`config.mk`:
```
export PLATFORM = sky130hd
export DESIGN_NAME = scr1_dmem_arb
export DESIGN_NICKNAME = d
export VERILOG_FILES = /design/src/rtl/scr1_dmem_arb.sv
export SDC_FILE = /design/constraint.sdc
export NUM_CORES = 1
export LEC_CHECK = 0
export ABC_AREA = 1
export BUFFER_PORTS_ARGS = -buffer_cell sky130_fd_sc_hd__clkbuf_2
export CAP_MARGIN = 10
export CORE_AREA = 2 2 121 123
export CTS_CLUSTER_SIZE = 28
export DETAILED_ROUTE_END_ITERATION = 10
export DIE_AREA = 0 0 123 125
export GPL_ROUTABILITY_DRIVEN = 0
export PLACE_DENSITY = 0.47
export SETUP_SLACK_MARGIN = 0.1
export SYNTH_ARGS = -nofsm -noshare
export SYNTH_HDL_FRONTEND = slang
export SYNTH_SLANG_ARGS = --single-unit
```
`constraint.sdc`:
```
create_clock -name clk -period 1.3 [get_ports clk]
set_clock_uncertainty 0.1 [all_clocks]
set_input_delay 0 -clock clk [delete_from_list [all_inputs] [get_ports clk]]
set_output_delay 0 -clock clk [all_outputs]
set_load 0.03 [all_outputs]
```
`src/rtl/scr1_dmem_arb.sv`:
```
// Two-port data-memory arbiter: one outstanding transaction, response routed to the owner.
// Round-robin or fixed-priority grant selected by ARB_RR.
module scr1_dmem_arb #(
  parameter int DMEM_AWIDTH = 32,
  parameter int DMEM_DWIDTH = 32,
  parameter bit ARB_RR      = 1'b1
) (
  input  logic                   clk,
  input  logic                   rst_n,
  input  logic                   p0_req_i,
  input  logic                   p0_cmd_i,
  input  logic [1:0]             p0_width_i,
  input  logic [DMEM_AWIDTH-1:0] p0_addr_i,
  input  logic [DMEM_DWIDTH-1:0] p0_wdata_i,
  output logic                   p0_req_ack_o,
  output logic [DMEM_DWIDTH-1:0] p0_rdata_o,
  output logic [1:0]             p0_resp_o,
  input  logic                   p1_req_i,
  input  logic                   p1_cmd_i,
  input  logic [1:0]             p1_width_i,
  input  logic [DMEM_AWIDTH-1:0] p1_addr_i,
  input  logic [DMEM_DWIDTH-1:0] p1_wdata_i,
  output logic                   p1_req_ack_o,
  output logic [DMEM_DWIDTH-1:0] p1_rdata_o,
  output logic [1:0]             p1_resp_o,
  output logic                   dmem_req_o,
  output logic                   dmem_cmd_o,
  output logic [1:0]             dmem_width_o,
  output logic [DMEM_AWIDTH-1:0] dmem_addr_o,
  output logic [DMEM_DWIDTH-1:0] dmem_wdata_o,
  input  logic                   dmem_req_ack_i,
  input  logic [DMEM_DWIDTH-1:0] dmem_rdata_i,
  input  logic [1:0]             dmem_resp_i,
  output logic                   arb_unexp_resp_o
);

  localparam logic [1:0] RESP_NOTRDY = 2'd0;
  localparam logic [1:0] RESP_RDY_OK = 2'd1;
  localparam logic [1:0] RESP_RDY_ER = 2'd2;

  typedef enum logic {
    ARB_IDLE,
    ARB_BUSY
  } arb_state_t;

  arb_state_t state_ff;
  arb_state_t state_next;
  logic       owner_ff;
  logic       rr_ptr_ff;

  logic       grant;
  logic       any_req;
  logic       idle;
  logic       accept;
  logic       resp_final;

  assign any_req    = p0_req_i | p1_req_i;
  assign idle       = (state_ff == ARB_IDLE);
  assign resp_final = (dmem_resp_i == RESP_RDY_OK) | (dmem_resp_i == RESP_RDY_ER);

  // Grant is forced to port 0 in reset so the muxed fields follow port 0 there.
  always_comb begin
    grant = 1'b0;
    if (rst_n) begin
      if (p0_req_i & p1_req_i) begin
        grant = ARB_RR ? rr_ptr_ff : 1'b0;
      end else if (p1_req_i) begin
        grant = 1'b1;
      end
    end
  end

  assign dmem_req_o   = rst_n & idle & any_req;
  assign accept       = dmem_req_o & dmem_req_ack_i;
  assign p0_req_ack_o = accept & ~grant;
  assign p1_req_ack_o = accept & grant;

  assign dmem_cmd_o   = grant ? p1_cmd_i   : p0_cmd_i;
  assign dmem_width_o = grant ? p1_width_i : p0_width_i;
  assign dmem_addr_o  = grant ? p1_addr_i  : p0_addr_i;
  assign dmem_wdata_o = grant ? p1_wdata_i : p0_wdata_i;

  always_comb begin
    state_next = state_ff;
    case (state_ff)
      ARB_IDLE: if (accept)     state_next = ARB_BUSY;
      ARB_BUSY: if (resp_final) state_next = ARB_IDLE;
      default:                  state_next = ARB_IDLE;
    endcase
  end

  always_ff @(posedge clk or negedge rst_n) begin
    if (!rst_n) begin
      state_ff  <= ARB_IDLE;
      owner_ff  <= 1'b0;
      rr_ptr_ff <= 1'b0;
    end else begin
      state_ff <= state_next;
      if (accept) begin
        owner_ff <= grant;
        if (ARB_RR) rr_ptr_ff <= ~grant;
      end
    end
  end

  assign p0_rdata_o = dmem_rdata_i;
  assign p1_rdata_o = dmem_rdata_i;
  assign p0_resp_o  = (rst_n & ~idle & ~owner_ff) ? dmem_resp_i : RESP_NOTRDY;
  assign p1_resp_o  = (rst_n & ~idle &  owner_ff) ? dmem_resp_i : RESP_NOTRDY;

  assign arb_unexp_resp_o = rst_n & idle & resp_final;

`ifndef SYNTHESIS
  a_ack_onehot0: assert property (@(posedge clk) disable iff (!rst_n)
    $onehot0({p0_req_ack_o, p1_req_ack_o}));
  a_no_req_busy: assert property (@(posedge clk) disable iff (!rst_n)
    (state_ff == ARB_BUSY) |-> !dmem_req_o);
  a_resp_onehot0: assert property (@(posedge clk) disable iff (!rst_n)
    $onehot0({p0_resp_o != RESP_NOTRDY, p1_resp_o != RESP_NOTRDY}));
  a_no_x_ctrl: assert property (@(posedge clk) disable iff (!rst_n)
    dmem_req_o |-> !$isunknown({dmem_cmd_o, dmem_width_o, dmem_addr_o, dmem_wdata_o}));
`endif

endmodule

```
==> run_results.csv, run 1 <==
group,metric,value,unit
min_path,whs_path_depth,3,
detailed_routing,wire_per_inst,14.66,microns
pwr,p_total,0.003256,W
grt,grt_pass1_wl,12.12,mm
critical_path,worst_setup_path_start_kind,"flip-flop",
sta,slew_headroom,56.34,%
detailed_routing,routed_via_density,3.828,
flow_run,drv_cap,0,
critical_path,crit_path_end_kind,"primary output",
layout,filler_cell_count,1478,
clock_network,clk_pin_slew,0.03,ns
placement,hpwl,5.592,mm
layout,multi_input_area,1411,sq um
run_status,outcome,"finished, violations left",
layout,antennaDiodeCount,0,
critical_path,crit_type,"flip-flop to primary output",
grt,grt-ovfl-total,0,
grt,antenna_found_initial,0,
floorplan,die_y,125,microns
grt,grt_pass1_vias,2427,
floorplan,coreArea,14200,sq um
pwr,p_leak,2.489,nW
sta,maxSlewViolCount,0,
sta,worst_hold_slack,0.06957,ns
clock_network,clockBufferDepth,2,
floorplan,io_pins,312,
layout,fin_util,31.68,%
floorplan,dieArea,15380,sq um
floorplan,start_util,10.96,%
critical_path,rrSetupSlack,-0.04,ns
critical_path,r2r_cells,7,
critical_path,crit_fanout,7,
synth,ys_seq_area_share,4.823,%
clock_network,clk_latency,0.22,ns
synth,ys_types,14,
sta,worstMarginPinSlew,0.6527,ns
synth,synth_top_family_by_area,"simple AND/OR/NAND/NOR gates",
min_path,hold_path_class,"primary input to flip-flop",
placement,port_buffers,215,
detailed_routing,dr_total_vias,2687,
synth,yosysWarningCount,0,
floorplan,rows,44,
pwr,power.density,723.7,nW/um^2
sta,rsz0062_at_grt,"true",
synth,synthAdderAreaFrac,0,%
synth,synth_area,1556,sq um
synth,synth.area.top_cells,"nand2_1 (51%), buf_4 (31%), dfrtp_1 (4.8%), buf_6 (2.9%), inv_1 (2.4%)",
synth,syn_inst,317,
synth,syn_nets,490,
sta,finalSetupTns,-13.74,ns
sta,fin_crit,1.568,ns
clock_network,cts_buffers,3,
pwr,ir_worst_vdd,405.2,uV
detailed_routing,wirelength,10.29,mm
clock_network,cts_tree,"yes",
sta,fin_crit_sh,120.6,%
grt,grt_usage,10.06,%
detailed_routing,dr.first_iter.drc_count,64,
synth,syn_avg_cell_area,4.910,sq um
layout,final_layout_size_suffix_gt1_share,73.17,%
sta,worst_slack,-0.2683,ns
synth,synth_xor_area_share,0.5627,%
critical_path,r2r_end,"owner_ff",
grt,grt_max_degree,20,
critical_path,crit_required,1.20,ns
critical_path,worstPathArrival,1.47,ns
floorplan,die_w,123,microns
detailed_routing,dr.pass1.iters,4,
detailed_routing,ant_nets,0,
layout,finalNetCount,692,
synth,synth_top_area_cell,"nand2_1",
sta,fmax,0.6376,GHz
min_path,worstHoldStart,"dmem_resp_i[1]",
synth,synth_top_area_share,50.64,%
detailed_routing,drc,0,
clock_network,cts-htree-levels,1,
layout,area_growth,189.1,%
min_path,hold_end,"state_ff",
clock_network,clkSinkCount,3,
critical_path,r2r_start,"rr_ptr_ff",
synth,yosys.area_share.simple,54.50,%
clock_network,cts-root-buf,"clkbuf_16",
sta,finalHoldViolCount,0,
run_status,violations,"negative setup slack",
synth,synth_compound_area_share,0.8842,%
synth,synth_mux_area_share,0,%
sta,setup_viol,70,
layout,seq_area,75.07,sq um
synth,ys_seq_elements,3,
-- synthesized netlist by cell type --
cell      count
a21oi_2       1
and2_1        1
buf_2         5
buf_4        65
buf_6         4
clkbuf_1      4
dfrtp_1       3
inv_1        10
nand2_1     210
nand3_1       4
nand3b_1      1
nor2_1        7
o21ai_0       1
xor2_1        1
-- metal layers --
layer | vias to the layer above | wire length [microns] | global-route usage, %
li1 | 1278 | - | -
met1 | 1207 | 3760 | 11.20
met2 | 188 | 5553 | 19.66
met3 | 14 | 780 | 1.597
met4 | 0 | 196 | 2.005
met5 | - | 0 | 0
-- registers in the layout (all words and copies together) (netlist names) --
register	flops
rr_ptr_ff	1
owner_ff	1
state_ff	1
-- metrics by stage --
stage	instance area, sq um	setup WS [ns]	cells
after floorplan	1614	0.04729	317
after global placement	2445	-0.08545	643
after detailed placement	2445	-0.1048	643
after CTS	3767	-0.2709	692
after global routing	4499	-0.3262	702
final	4499	-0.2683	702
-- worst max-delay path: stages, from the launching register on --
cell and delay (ns):
dfrtp_1 0.37, inv_2 0.09, nand2_2 0.06, nand2_4 0.08
buf_12 0.12, buf_12 0.10, clkbuf_16 0.15, nand2_1 0.05
nand2_1 0.09, buf_8 0.13
-- placed cells by master (no fill, tap or decap) --
cell           count
a21oi_4            1
and2_1             1
buf_12             8
buf_16             6
buf_4              5
buf_6              3
buf_8             64
clkbuf_1           1
clkbuf_16         10
clkbuf_2         142
clkbuf_8           6
dfrtp_1            3
dlygate4sd3_1     34
inv_1              7
inv_2              3
nand2_1           82
nand2_2           92
nand2_4           36
nand3_1            2
nand3_4            2
nand3b_1           1
nor2_1             6
nor2_4             1
o21ai_0            1
xor2_1             1
-- logic make-up after synthesis --
family          Yosys count
compound gates            2
buf+inv                  88
flops                     3
simple gates            223
xor+xnor                  1
-- area by class of cell --
class | instances | share of cell area [%]
Clock buffer | 4 | 1.752
Sequential cell | 3 | 1.669
Timing Repair Buffer | 275 | 59.26
Multi-Input combinational cell | 226 | 31.37
Tap cell | 184 | 5.117
Inverter | 10 | 0.8343
-- how the worst max path moves through the flow --
| stage | to | slack (ns) | cells past startpoint | startpoint |
|---|---|---|---|---|
| after floorplan | dmem_addr_o[10] | 0.05 | 6 | rr_ptr_ff |
| after global placement | dmem_addr_o[15] | -0.09 | 7 | rr_ptr_ff |
| after detailed placement | dmem_addr_o[15] | -0.10 | 7 | rr_ptr_ff |
| after CTS | dmem_addr_o[15] | -0.27 | 8 | rr_ptr_ff |
| after global routing | dmem_wdata_o[31] | -0.33 | 9 | rr_ptr_ff |
| final | dmem_wdata_o[31] | -0.27 | 9 | rr_ptr_ff |
-- report_power, final --
group          switching, W  internal, W  total (W)
clock network     0.0000812     0.000404   0.000486
logic               0.00145      0.00119    0.00265
registers         0.0000134     0.000112   0.000125
-- repair_timing --
action / 4_1_cts / 5_1_grt
setup buffers: 5 / 1
hold buffers: 34 / 0
gates cloned: 6 / 9
endpoints found under the setup margin: 70 / 75
resized for setup: 165 / 210
pin swaps: 9 / 28
endpoints found under the hold margin: 68 / 0
Power figures use the tool's default switching activity.
==> run 2, diff against run 1 <==
--- a/config.mk
+++ b/config.mk
@@ -12,7 +12,7 @@
 export CTS_CLUSTER_SIZE = 28
 export DETAILED_ROUTE_END_ITERATION = 10
 export DIE_AREA = 0 0 123 125
-export GPL_ROUTABILITY_DRIVEN = 0
+export GPL_ROUTABILITY_DRIVEN = 1
 export PLACE_DENSITY = 0.47
 export SETUP_SLACK_MARGIN = 0.1
 export SYNTH_ARGS = -nofsm -noshare
==> constraint.sdc (replaced) <==
create_clock -name clk -period 1.3 [get_ports clk]
set_clock_uncertainty 0.1 [all_clocks]
set_input_delay 0 -clock clk [delete_from_list [all_inputs] [get_ports clk]]
set_output_delay 0 -clock clk [all_outputs]
set_load 0.05 [all_outputs]
==> run_results.csv, run 2 (synthesized netlist as in run 1, its figures left out) <==
group,metric,value,unit
grt,grt_usage,10.87,%
sta,slew_headroom,30.99,%
sta,maxSlewViolCount,0,
layout,filler_cell_count,1427,
clock_network,clk_pin_slew,0.03,ns
sta,worstMarginPinSlew,1.040,ns
critical_path,crit_type,"flip-flop to primary output",
grt,grt_pass1_wl,12.94,mm
critical_path,crit_path_end_kind,"primary output",
detailed_routing,drc,0,
placement,port_buffers,215,
pwr,p_total,0.003982,W
layout,antennaDiodeCount,0,
sta,fin_crit_sh,123.8,%
detailed_routing,wl_met1,3.477,mm
clock_network,clkSinkCount,3,
layout,seq_area,75.07,sq um
sta,finalHoldViolCount,0,
grt,antenna_found_initial,0,
min_path,hold_path_class,"primary input to flip-flop",
floorplan,dieArea,15380,sq um
grt,grt_pass1_vias,2538,
detailed_routing,dr.pass1.iters,4,
layout,layout_commonest_cell,"clkbuf_2",
clock_network,cts-htree-levels,1,
detailed_routing,wl_met3,932,microns
critical_path,crit_required,1.20,ns
placement,place.gp.congestion,0.7913,
pwr,seqPwrFrac,3.2,%
clock_network,cts_buffers,3,
pwr,swShare,52.64,%
detailed_routing,ant_nets,0,
clock_network,cts-root-buf,"clkbuf_16",
floorplan,io_pins,312,
layout,top_regs,"owner_ff (1), rr_ptr_ff (1), state_ff (1)",
layout,final_layout_size_suffix_gt1_share,75.63,%
sta,setup_viol,69,
critical_path,worst_setup_path_start_kind,"flip-flop",
run_status,violations,"negative setup slack",
floorplan,die_w,123,microns
pwr,intPower,0.001886,W
clock_network,clockBufferDepth,2,
pwr,p_sw,0.002096,W
detailed_routing,wl_met2,5.843,mm
sta,rsz0062_at_grt,"true",
detailed_routing,routed_via_density,3.738,
sta,fin_crit,1.609,ns
sta,fmax,0.6215,GHz
floorplan,start_util,10.96,%
sta,worst_slack,-0.3091,ns
flow_run,drv_cap,0,
floorplan,coreArea,14200,sq um
grt,grt_max_degree,25,
layout,final_cell_mix,"clkbuf_2 (140), nand2_2 (86), nand2_1 (76), nand2_4 (48), buf_8 (37)",
detailed_routing,wirelength,10.33,mm
detailed_routing,wire_per_inst,14.73,microns
critical_path,crit_fanout,6,
pwr,comb_power_share,84.5,%
detailed_routing,top_layer_used,"met4",
detailed_routing,dr.first_iter.drc_count,68,
critical_path,worstPathArrival,1.51,ns
placement,hpwl,5.989,mm
layout,multi_input_area,1521,sq um
layout,area_growth,212.8,%
floorplan,rows,44,
clock_network,clk_latency,0.22,ns
grt,grt-ovfl-total,0,
clock_network,cts_tree,"yes",
layout,finalNetCount,691,
pwr,p_leak,2.787,nW
run_status,outcome,"finished, violations left",
detailed_routing,dr_total_vias,2620,
layout,fin_util,34.28,%
pwr,power.density,817.9,nW/um^2
floorplan,die_y,125,microns
pwr,clock_power_share,12.3,%
pwr,ir_worst_vdd,339.0,uV
==> run 2: cell count changes in the layout (fill, tap and decap cells not counted), moves of 12 or more <==
| cell | delta |
|---|---|
| dlygate4sd3_1 | -33 |
| dlymetal6s4s_1 | +32 |
| buf_8 | -27 |
| buf_12 | +23 |
| nand2_4 | +12 |
==> run 2: routing by layer <==
metal  track usage (%)  up-vias
li1                  -     1279
met1             11.09     1158
met2             22.23      177
met3             2.190        6
met4             1.939        0
met5                 0        -
==> run 2: cell type report <==
| class | count | share of cell area [%] |
|---|---|---|
| Clock buffer | 4 | 1.619 |
| Inverter | 10 | 0.9252 |
| Multi-Input combinational cell | 226 | 31.25 |
| Sequential cell | 3 | 1.542 |
| Tap cell | 184 | 4.729 |
| Timing Repair Buffer | 274 | 59.93 |
==> run 2: path summary, 6_finish.rpt <==
path                                 from              to  slack [ns]  cells after the start
max                             rr_ptr_ff  dmem_addr_o[0]       -0.31                      8
min                        dmem_req_ack_i        owner_ff       0.001                      3
max reg2reg                     rr_ptr_ff        owner_ff        0.13                      6
min reg2reg                      owner_ff        owner_ff        0.47                      2
max in group asynchronous           rst_n        owner_ff        0.76                      3
min in group asynchronous           rst_n       rr_ptr_ff        0.19                      3
==> run 2: timing repair <==
action	4_1_cts	5_1_grt
buffers inserted	3	4
pin swaps	8	22
hold buffers	33	0
setup endpoints to repair	77	141
hold endpoints to repair	68	0
resized for setup	125	174
gates cloned	5	8
==> run 2: metrics by stage <==
stage                     instance area, sq um  worst slack [ns]    TNS, ns  hold WS, ns  instances
final                                     4868           -0.3091     -17.32     0.001090        701
after global routing                      4868           -0.3561     -21.18      0.04144        701
after CTS                                 4184           -0.2975     -16.58    -0.006530        689
after detailed placement                  3058           -0.1400     -4.889      -0.1708        644
after global placement                    3058           -0.1401     -4.430      -0.1625        644
after floorplan                           1868         -0.003970  -0.007940      -0.3956        317
==> run 2: power by group through the flow <==
stage               Clock [W]  Sequential, W  Combinational (W)
floorplan                   0       0.000122            0.00183
global placement            0       0.000121            0.00209
detailed placement          0       0.000122            0.00209
CTS                  0.000494       0.000123            0.00299
global route         0.000503       0.000128            0.00351
finish               0.000490       0.000126            0.00337
==> run 2: worst max-delay path: stages (launching register included) <==
cell     delay [ns]
dfrtp_1        0.35
inv_2          0.06
a21oi_4        0.18
buf_6          0.12
buf_12         0.12
buf_16         0.15
nand2_2        0.07
nand2_4        0.08
buf_12         0.13
